### src/rtl/spi_mitm_bus.sv
// spi_mitm_bus: man-in-the-middle tap on a mode-0 SPI bus.
//
// In IDLE the block passes MOSI/MISO through untouched. Once a session is
// started it requests a word decision (eval), waits for the MITM logic to
// answer (eval_done), then shifts one word. During that word each direction
// carries either the real line or a latched fake word, and the real bits are
// captured. A finished word is published on real_*_data together with a fresh
// eval pulse.
//
// Ports
//   sys_clk, rst                  system clock, async active-high reset
//   bus_sclk, bus_cs_n            raw SPI clock / chip select from the master
//   mosi_in, miso_in              raw SPI data from master / slave
//   mosi_out, miso_out            SPI data toward slave / master
//   mitm_start, mitm_done         session start / end pulses
//   fake_mosi_data/_select        replacement word for MOSI and its enable
//   fake_miso_data/_select        replacement word for MISO and its enable
//   data_size                     word length in bits (1..MAX_DATA_SIZE)
//   eval_done                     MITM logic has set up the next word
//   real_mosi_data/real_miso_data last captured word, right-aligned
//   eval                          one-cycle request for the next word decision
//   busy, cfg_err, overrun        session active / sticky bad size / sticky overrun
//
// Build option: SPI_OVERRUN_DETECT_EN enables the sticky overrun flag for
// SCLK activity while no word is armed; without it overrun is tied low.
//
// state | meaning
// IDLE  | transparent pass-through, waiting for mitm_start
// PREP  | eval pulse to request the first word decision
// WAIT  | waiting for eval_done from the MITM logic
// LOAD  | latch fake words, selects and word size
// SHIFT | word in flight: inject/capture on SCLK edges

module spi_mitm_bus #(
    parameter int MAX_DATA_SIZE   = 9,
    parameter int DATA_SIZE_WIDTH = $clog2(MAX_DATA_SIZE + 1)
) (
    input  logic                       sys_clk,
    input  logic                       rst,
    input  logic                       bus_sclk,
    input  logic                       bus_cs_n,
    input  logic                       mosi_in,
    input  logic                       miso_in,
    output logic                       mosi_out,
    output logic                       miso_out,
    input  logic                       mitm_start,
    input  logic                       mitm_done,
    input  logic [MAX_DATA_SIZE-1:0]   fake_miso_data,
    input  logic [MAX_DATA_SIZE-1:0]   fake_mosi_data,
    input  logic [DATA_SIZE_WIDTH-1:0] data_size,
    input  logic                       fake_miso_select,
    input  logic                       fake_mosi_select,
    input  logic                       eval_done,
    output logic [MAX_DATA_SIZE-1:0]   real_miso_data,
    output logic [MAX_DATA_SIZE-1:0]   real_mosi_data,
    output logic                       eval,
    output logic                       busy,
    output logic                       cfg_err,
    output logic                       overrun
);

    typedef enum logic [2:0] {S_IDLE, S_PREP, S_WAIT, S_LOAD, S_SHIFT} state_t;

    state_t r_state, w_state_nxt;

    logic [1:0] r_sclk_sync, r_cs_sync, r_mosi_sync, r_miso_sync;
    logic       r_sclk_d, r_cs_d;

    logic [MAX_DATA_SIZE-1:0]   r_fake_mosi, r_fake_miso, r_cap_mosi, r_cap_miso;
    logic                       r_fake_mosi_sel, r_fake_miso_sel;
    logic [DATA_SIZE_WIDTH-1:0] r_size, r_bit_cnt, r_idx;
    logic                       r_eval, r_cfg_err;

    logic w_sclk_rise, w_sclk_fall, w_cs_low, w_cs_rise, w_size_bad;

    // Synchronizers reset to an idle bus so no spurious edge appears at release.
    always_ff @(posedge sys_clk or posedge rst) begin
        if (rst) begin
            r_sclk_sync <= 2'b00;
            r_cs_sync   <= 2'b11;
            r_mosi_sync <= 2'b00;
            r_miso_sync <= 2'b00;
            r_sclk_d    <= 1'b0;
            r_cs_d      <= 1'b1;
        end else begin
            r_sclk_sync <= {r_sclk_sync[0], bus_sclk};
            r_cs_sync   <= {r_cs_sync[0], bus_cs_n};
            r_mosi_sync <= {r_mosi_sync[0], mosi_in};
            r_miso_sync <= {r_miso_sync[0], miso_in};
            r_sclk_d    <= r_sclk_sync[1];
            r_cs_d      <= r_cs_sync[1];
        end
    end

    assign w_sclk_rise = r_sclk_sync[1] & ~r_sclk_d;
    assign w_sclk_fall = ~r_sclk_sync[1] & r_sclk_d;
    assign w_cs_low    = ~r_cs_sync[1];
    assign w_cs_rise   = r_cs_sync[1] & ~r_cs_d;
    assign w_size_bad  = (data_size == '0) ||
                         (data_size > DATA_SIZE_WIDTH'(MAX_DATA_SIZE));

    always_ff @(posedge sys_clk or posedge rst) begin
        if (rst) r_state <= S_IDLE;
        else     r_state <= w_state_nxt;
    end

    always_comb begin
        w_state_nxt = r_state;
        case (r_state)
            S_IDLE:  if (mitm_start) w_state_nxt = S_PREP;
            S_PREP:  w_state_nxt = S_WAIT;
            S_WAIT:  if (eval_done) w_state_nxt = S_LOAD;
            S_LOAD:  w_state_nxt = w_size_bad ? S_IDLE : S_SHIFT;
            S_SHIFT: if (r_bit_cnt == '0) w_state_nxt = S_WAIT;
            default: w_state_nxt = S_IDLE;
        endcase
        if (mitm_done) w_state_nxt = S_IDLE;
    end

    always_ff @(posedge sys_clk or posedge rst) begin
        if (rst) begin
            r_fake_mosi     <= '0;
            r_fake_miso     <= '0;
            r_fake_mosi_sel <= 1'b0;
            r_fake_miso_sel <= 1'b0;
            r_size          <= '0;
            r_bit_cnt       <= '0;
            r_idx           <= '0;
            r_cap_mosi      <= '0;
            r_cap_miso      <= '0;
            real_mosi_data  <= '0;
            real_miso_data  <= '0;
            r_eval          <= 1'b0;
            r_cfg_err       <= 1'b0;
        end else begin
            // Registered so the word-done pulse lines up with the new real_*_data.
            r_eval <= ((r_state == S_IDLE)  && (w_state_nxt == S_PREP)) ||
                      ((r_state == S_SHIFT) && (w_state_nxt == S_WAIT));
            case (r_state)
                S_IDLE: begin
                    if (mitm_start) r_cfg_err <= 1'b0;
                end
                S_LOAD: begin
                    r_fake_mosi     <= fake_mosi_data;
                    r_fake_miso     <= fake_miso_data;
                    r_fake_mosi_sel <= fake_mosi_select;
                    r_fake_miso_sel <= fake_miso_select;
                    r_size          <= data_size;
                    r_bit_cnt       <= data_size;
                    r_idx           <= data_size - DATA_SIZE_WIDTH'(1);
                    r_cap_mosi      <= '0;
                    r_cap_miso      <= '0;
                    if (w_size_bad) r_cfg_err <= 1'b1;
                end
                S_SHIFT: begin
                    if (r_bit_cnt == '0) begin
                        if (w_state_nxt == S_WAIT) begin
                            real_mosi_data <= r_cap_mosi;
                            real_miso_data <= r_cap_miso;
                        end
                    end else if (w_cs_rise) begin
                        // Master abandoned the word: rearm for a full retry.
                        r_cap_mosi <= '0;
                        r_cap_miso <= '0;
                        r_bit_cnt  <= r_size;
                        r_idx      <= r_size - DATA_SIZE_WIDTH'(1);
                    end else if (w_cs_low) begin
                        if (w_sclk_rise) begin
                            r_cap_mosi <= {r_cap_mosi[MAX_DATA_SIZE-2:0], r_mosi_sync[1]};
                            r_cap_miso <= {r_cap_miso[MAX_DATA_SIZE-2:0], r_miso_sync[1]};
                            r_bit_cnt  <= r_bit_cnt - DATA_SIZE_WIDTH'(1);
                        end
                        if (w_sclk_fall && (r_idx != '0)) r_idx <= r_idx - DATA_SIZE_WIDTH'(1);
                    end
                end
                default: ;
            endcase
        end
    end

`ifdef SPI_OVERRUN_DETECT_EN
    logic r_overrun;

    always_ff @(posedge sys_clk or posedge rst) begin
        if (rst) begin
            r_overrun <= 1'b0;
        end else if ((r_state == S_IDLE) && mitm_start) begin
            r_overrun <= 1'b0;
        end else if (((r_state == S_PREP) || (r_state == S_WAIT) || (r_state == S_LOAD)) &&
                     w_sclk_rise && w_cs_low) begin
            r_overrun <= 1'b1;
        end
    end

    assign overrun = r_overrun;
`else
    assign overrun = 1'b0;
`endif

    // Injection only while a word is armed; every other state is transparent.
    always_comb begin
        mosi_out = mosi_in;
        miso_out = miso_in;
        if (r_state == S_SHIFT) begin
            if (r_fake_mosi_sel) mosi_out = r_fake_mosi[r_idx];
            if (r_fake_miso_sel) miso_out = r_fake_miso[r_idx];
        end
    end

    assign eval    = r_eval;
    assign busy    = (r_state != S_IDLE);
    assign cfg_err = r_cfg_err;

endmodule

### config.mk
export PLATFORM = sky130hd
export DESIGN_NAME = spi_mitm_bus
export DESIGN_NICKNAME = d
export VERILOG_FILES = /design/src/rtl/spi_mitm_bus.sv
export SDC_FILE = /design/constraint.sdc
export NUM_CORES = 1
export LEC_CHECK = 0
export ABC_AREA = 1
export CORE_UTILIZATION = 49
export CTS_BUF_LIST = sky130_fd_sc_hd__clkbuf_16
export CTS_CLUSTER_DIAMETER = 200
export DETAILED_ROUTE_END_ITERATION = 10
export GPL_ROUTABILITY_DRIVEN = 0
export MAX_ROUTING_LAYER = met4
export PLACE_DENSITY_LB_ADDON = 0.15
export SLEW_MARGIN = 30
export SYNTH_ARGS = -nofsm -noshare
export SYNTH_HDL_FRONTEND = slang
export SYNTH_SLANG_ARGS = --single-unit
### constraint.sdc
create_clock -name sys_clk -period 3.3 [get_ports sys_clk]
set_input_delay 0.99 -clock sys_clk [delete_from_list [all_inputs] [get_ports sys_clk]]
set_output_delay 0.99 -clock sys_clk [all_outputs]
set_load 0.02 [all_outputs]
==> metrics.cfg, run 1 <==
[outcome]
outcome = complete, no violations

[detailed_routing]
wirelength_um = 7329
routedWlPerCell_um = 12.17
firstDrtPassIters = 4
drt-initial-drc-count = 116
ant_nets = 0
via_per_inst = 4.929
routed-via-count = 2967
drc = 0

[cts]
cts.sinks = 83
post_cts_buffers = 0
cts_buffers = 9
clockBufferDepth = 2
cts-root-buf = clkbuf_16
cts_htree_levels = 3
ctsResizeCount = 1
cts_tree = built
postCtsHoldBufs = 0
clock_latency_ns = 0.33
clkTransAtPathRegs_ns = 0.06

[synthesis]
synth_area_sq_mm = 0.003787
ys_ff_latch = 83
synthMostInstantiatedCell = nand2_1
synth_common_cells = 177 x nand2_1, 80 x dfrtp_1, 34 x nand3_1
synth_edf_count = 0
yosys.area.top_type = dfrtp_1
ys_seq_area_share_pct = 54.94
async_flop_share_pct = 100.0
synthFlopType = dfrtp_1
yosysUniqueCellTypes = 35
synth_area_per_cell_sq_um = 8.454
ys_top_cells_by_area = dfrtp_1 53%, nand2_1 18%, nand3_1 4.5%, o21ai_0 3.3%, inv_1 3.0%
ys_warn_count = 0
yosysTopAreaCellShare_pct = 52.86
synth_nets = 483
synth_cells = 448

[floorplan]
core_area_sq_mm = 0.007370
rows = 31
num_io_pins = 57
start_util_pct = 51.39
die-area_sq_mm = 0.008085
die_y_um = 89.92
die_w_um = 89.92

[critical_path]
path_cells = clkdlybuf4s50_1 > o21bai_1 > o21ai_0 > inv_1 > dlygate4sd2_1
slowest_stage = clkdlybuf4s50_1
worstSetupPathType = in -> out
reg2reg_from = r_state[1]
reg2reg_slack_ns = 0.91
worst-path-max-fanout = 2
start_kind = input pin
reg2reg_depth = 9
timing.rr.end = r_bit_cnt[3]
endpoint_kind = output pin
worst_ep_arrival_time_ns = 2.04
max_stage_delay_ns = 0.48
worstPathRequired_ns = 2.31

[layout]
n_fill_cell = 667
fin_area_sq_mm = 0.004617
final_nets = 533
drive_gt1_share_pct = 8.350
diodes = 0
regArea_sq_mm = 0.002081
multiInputGateArea_sq_mm = 0.001434
utilization_pct = 62.65
syn2layout_area_growth_pct = 21.90

[timing]
slew_headroom_pct = 51.56
period_share_pct = 91.73
tightestPinTransition_ns = 0.7258
report.final.hold_viol_count = 0
drv_slew = 0
fmax_mhz = 330.4
clock-skew-final_ns = 0.006013
setup_viol = 0
finalSetupTns_ns = 0
rsz0062_at_grt = no
min_period_ns = 3.027

[global_routing]
grt-ovfl-total = 0
grt_max_degree = 49
antenna_found_initial = 0
grt_pass1_vias = 2889
grt_pass1_wl_um = 13100
grt_usage_pct = 20.87

[min_path]
hold_end = r_sclk_sync[1]
hp-start = r_sclk_sync[0]
hold_class = reg -> reg
worst_hold_path.num_cells = 0

[pwr]
pwr-share-clk_pct = 37.3
ir_worst_vdd_v = 0.0003535
power_switching_mw = 0.6228
power.share.combinational_pct = 12.5
internal-power_mw = 1.741
seqPwrFrac_pct = 50.1
swShare_pct = 26.35
pwr_density_cell_mw_per_mm2 = 512.0
p_leak_nw = 2.220

[placement]
port_buffers = 55
dpl_cell_area_sq_mm = 0.004353
dp_hpwl_um = 5033

[flow_run]
max_cap_violations = 0

-- stage by stage --
stage	instances	setup WS, ns	hold slack (ns)	power, mW
2_1_floorplan	448	0.1782	0.3312	1.389
3_3_place_gp	586	0.01063	0.3365	1.487
3_5_place_dp	586	0.006484	0.3373	1.498
4_1_cts	602	0.04926	0.3508	2.382
5_1_grt	602	0.09302	0.3643	2.498
6_report	602	0.2729	0.3503	2.364
-- power by group through the flow --
stage / Sequential [mW] / Clock [mW] / Combinational [mW]
3_3_place_gp: 1.20 / 0 / 0.288
3_5_place_dp: 1.20 / 0 / 0.297
4_1_cts: 1.18 / 0.898 / 0.300
6_report: 1.19 / 0.883 / 0.296
2_1_floorplan: 1.17 / 0 / 0.219
5_1_grt: 1.20 / 0.960 / 0.341
-- final cells by class --
cell class | count | share of cell area (%)
clock inverters | 7 | 0.8130
inverters | 32 | 2.629
well taps | 99 | 2.683
multi-input cells | 313 | 31.06
repair buffers | 59 | 12.87
clock buffers | 9 | 4.878
flip-flops and latches | 83 | 45.07
-- cells in the final DEF (no fill, tap or decap), types with 2 or more instances in the layout --
master           synthesis  final
o21ai_2                  9      9
ha_1                     2      2
dfstp_2                  3      3
nand2_1                177    177
dfrtp_1                 80     80
o21ai_1                 12     12
buf_4                    5      3
nor2_1                  21     21
o21bai_1                 2      2
clkbuf_16                0      9
nand3_1                 34     34
nor2_2                   3      3
nand2_2                  3      3
nand4_1                  2      2
o22ai_1                  3      3
o21ai_0                 25     25
a21oi_1                  7      7
clkinv_1                 1      2
clkinv_2                 0      3
clkdlybuf4s50_1          0     53
inv_1                   30     31
-- worst max-delay path: cells and delay by family --
family | cells | cell delay (ns)
AOI/OAI and AO/OA | 2 | 0.19
buffers and inverters | 3 | 0.86
-- cells by family after synthesis --
group,Yosys count,share of synthesized area (%)
adders and majority gates,2,0.6606
xor gates and xnor gates,1,0.2313
DFF,83,54.94
buffers and inverters,52,7.202
AOI/OAI and AO/OA,65,10.47
other,1,0.09901
and+or+nand+nor,244,26.40
-- state kept, by name, indices dropped and copies added, names as in the netlist, 3 cells and up --
| register | cells |
|---|---|
| r_fake_miso | 9 |
| r_cap_mosi | 9 |
| r_state | 3 |
| r_size | 4 |
| r_idx | 4 |
| r_fake_mosi | 9 |
| r_cap_miso | 9 |
| real_miso_data | 9 |
| real_mosi_data | 9 |
| r_bit_cnt | 4 |
-- how the worst max path moves through the flow --
| stage | start | end | slack (ns) | cells after the start |
|---|---|---|---|---|
| detailed placement | miso_in | miso_out | 0.006 | 5 |
| finish | miso_in | miso_out | 0.27 | 5 |
| CTS | mosi_in | mosi_out | 0.05 | 5 |
| global placement | miso_in | miso_out | 0.01 | 5 |
| floorplan | rst | cfg_err | 0.18 | 1 |
| global route | r_idx[0] | miso_out | 0.09 | 8 |
-- metal layers --
metal / wire (um) / GRT usage, % / up-vias
met1: 3284 / 24.99 / 1371
met2: 3673 / 35.06 / 57
met4: 123 / 7.527 / 0
met3: 247 / 4.315 / 10
met5: 0 / - / -
li1: - / - / 1529
No activity file was read; power rests on OpenSTA's default activity.
==> run 2: changes to the inputs <==
--- a/config.mk
+++ b/config.mk
@@ -6,7 +6,8 @@
 export NUM_CORES = 1
 export LEC_CHECK = 0
 export ABC_AREA = 1
-export CORE_UTILIZATION = 49
+export CORE_MARGIN = 5
+export CORE_UTILIZATION = 35
 export CTS_BUF_LIST = sky130_fd_sc_hd__clkbuf_16
 export CTS_CLUSTER_DIAMETER = 200
 export DETAILED_ROUTE_END_ITERATION = 10
==> run 2 against run 1 <==
Global-route usage fell by 7.1 points. First-iteration DRC count rose by 28%. Combinational power barely moved. Clock-buffer cell count did not move. Final cell count rose by 6.8%. Register-to-register slack improved by 0.02 ns. Critical path depth did not move. Largest power group unchanged.
==> metrics.cfg, run 2 (synthesis results as in run 1) <==
[timing]
slew_headroom_pct = 52.33  ; +0.77 points
min_period_ns = 3.032  ; +0.004989 ns
drv_slew = 0  ; unchanged
period_share_pct = 91.88  ; +0.15 points
setup_viol = 0  ; unchanged
finalSetupTns_ns = 0  ; unchanged
tightestPinTransition_ns = 0.7143  ; -0.01147 ns
fmax_mhz = 329.8  ; -0.16%
report.final.hold_viol_count = 0  ; unchanged
rsz0062_at_grt = no
clock-skew-final_ns = 0.008406  ; +0.002392 ns
setup_ws_ns = 0.2679  ; -0.004989 ns

[critical_path]
worst-path-max-fanout = 2  ; unchanged
start_kind = input pin
endpoint_kind = output pin
worst_ep_arrival_time_ns = 2.04  ; about the same
worstPathRequired_ns = 2.31  ; about the same
worstSetupPathType = in -> out

[cts]
clockBufferDepth = 2  ; unchanged
cts_htree_levels = 3  ; unchanged
postCtsHoldBufs = 0  ; unchanged
clkTransAtPathRegs_ns = 0.06  ; about the same
cts.sinks = 83  ; unchanged
post_cts_buffers = 0  ; unchanged
cts-root-buf = clkbuf_16
cts_tree = built
cts_buffers = 9  ; unchanged
clock_latency_ns = 0.33  ; about the same
ctsResizeCount = 1  ; unchanged

[flow_run]
max_cap_violations = 0  ; unchanged

[global_routing]
grt.met1_usage_pct = 16.90  ; -8.1 points
grtUsageMet3_pct = 2.918  ; -1.4 points
grt_max_degree = 61  ; +24%
grt-ovfl-total = 0  ; unchanged
grt_usage_pct = 13.79  ; -7.1 points
grtUsageMet2_pct = 22.60  ; -12 points
grt_pass1_vias = 3014  ; +4.3%
top_usage_layer = met2
antenna_found_initial = 0  ; unchanged
grt_pass1_wl_um = 14210  ; +8.5%

[detailed_routing]
drt-initial-drc-count = 149  ; +28%
wirelength_um = 8097  ; +10%
via_per_inst = 4.658  ; -5.5%
routed-via-count = 2995  ; +0.94%
firstDrtPassIters = 4  ; unchanged
drc = 0  ; unchanged
ant_nets = 0  ; unchanged
routedWlPerCell_um = 12.59  ; +3.4%

[placement]
dp_cells = 627  ; +7.0%
port_buffers = 55  ; unchanged
dp_hpwl_um = 5565  ; +11%
dpl_worst_slack_ns = 0.0002727  ; -0.006212 ns

[layout]
final_common_cell = nand2_1
drive_gt1_share_pct = 8.946  ; +0.60 points
utilization_pct = 43.95  ; -19 points
final_nets = 533  ; unchanged
layout_common_cells = 177 x nand2_1, 80 x dfrtp_1, 53 x clkdlybuf4s50_1
diodes = 0  ; unchanged
syn2layout_area_growth_pct = 24.68
instances_no_fill = 643  ; +6.8%

[pwr]
p_leak_nw = 2.244  ; +1.1%
power_mw = 2.538  ; +7.4%
ir_worst_vdd_v = 0.0002787  ; -21%
pwr_density_cell_mw_per_mm2 = 537.5  ; +5.0%

[floorplan]
rows = 38  ; +23%
core_area_sq_mm = 0.01075  ; +46%
die_w_um = 114.0  ; +27%
start_util_pct = 35.25  ; -16 points
die-area_sq_mm = 0.01300  ; +61%
num_io_pins = 57  ; unchanged
die_y_um = 114.0  ; +27%

[outcome]
outcome = complete, no violations

[min_path]
hold_class = reg -> reg

-- run 2: changes by cell type in the layout (fill, tap and decap cells not counted), sizes merged --
cell / change
bufinv: +2
clkinv: -1
clkinvlp: -1
-- run 2: per-stage QoR --
| step | hold slack, ns | instance area, sq um |
|---|---|---|
| 2_1_floorplan | 0.3312 | 3787 |
| 3_3_place_gp | 0.3376 | 4404 |
| 3_5_place_dp | 0.3416 | 4404 |
| 4_1_cts | 0.3486 | 4720 |
| 5_1_grt | 0.3594 | 4722 |
| 6_report | 0.3475 | 4722 |
-- run 2: worst paths after layout --
path	start	endpoint	slack, ns	depth (start not counted)
worst min-delay path	r_sclk_sync[0]	r_sclk_sync[1]	0.35	0
max in group asynchronous	rst	r_cs_sync[0]	1.61	3
worst max register to register	r_state[1]	r_bit_cnt[3]	0.93	9
worst max-delay path	miso_in	miso_out	0.27	5
min in group asynchronous	rst	r_miso_sync[0]	0.97	2
worst min register to register	r_sclk_sync[0]	r_sclk_sync[1]	0.35	0
-- run 2: report_power, final --
group          total [mW]  internal, mW  switching (mW)
clock network        1.05         0.661           0.392
logic               0.298         0.129           0.169
registers            1.19          1.11          0.0749
-- run 2: metal layers --
layer	vias to the layer above	routed length, um
met5	-	0
met4	0	124
met3	11	323
met2	58	3981
met1	1401	3667
li1	1525	-
-- run 2: final cells by class --
type	count	area, sq um
clock buffer	9	225.2
clock inverter	7	91.34
fill	1094	6023
inverter	32	121.4
multi-input combinational	313	1434
sequential	83	2081
tap	140	175.2
timing repair buffer	59	594.3
-- run 2: critical path, stage by stage --
cell	delay, ns
clkdlybuf4s50_1	0.48
o21bai_1	0.10
o21ai_0	0.09
inv_1	0.05
dlygate4sd2_1	0.32
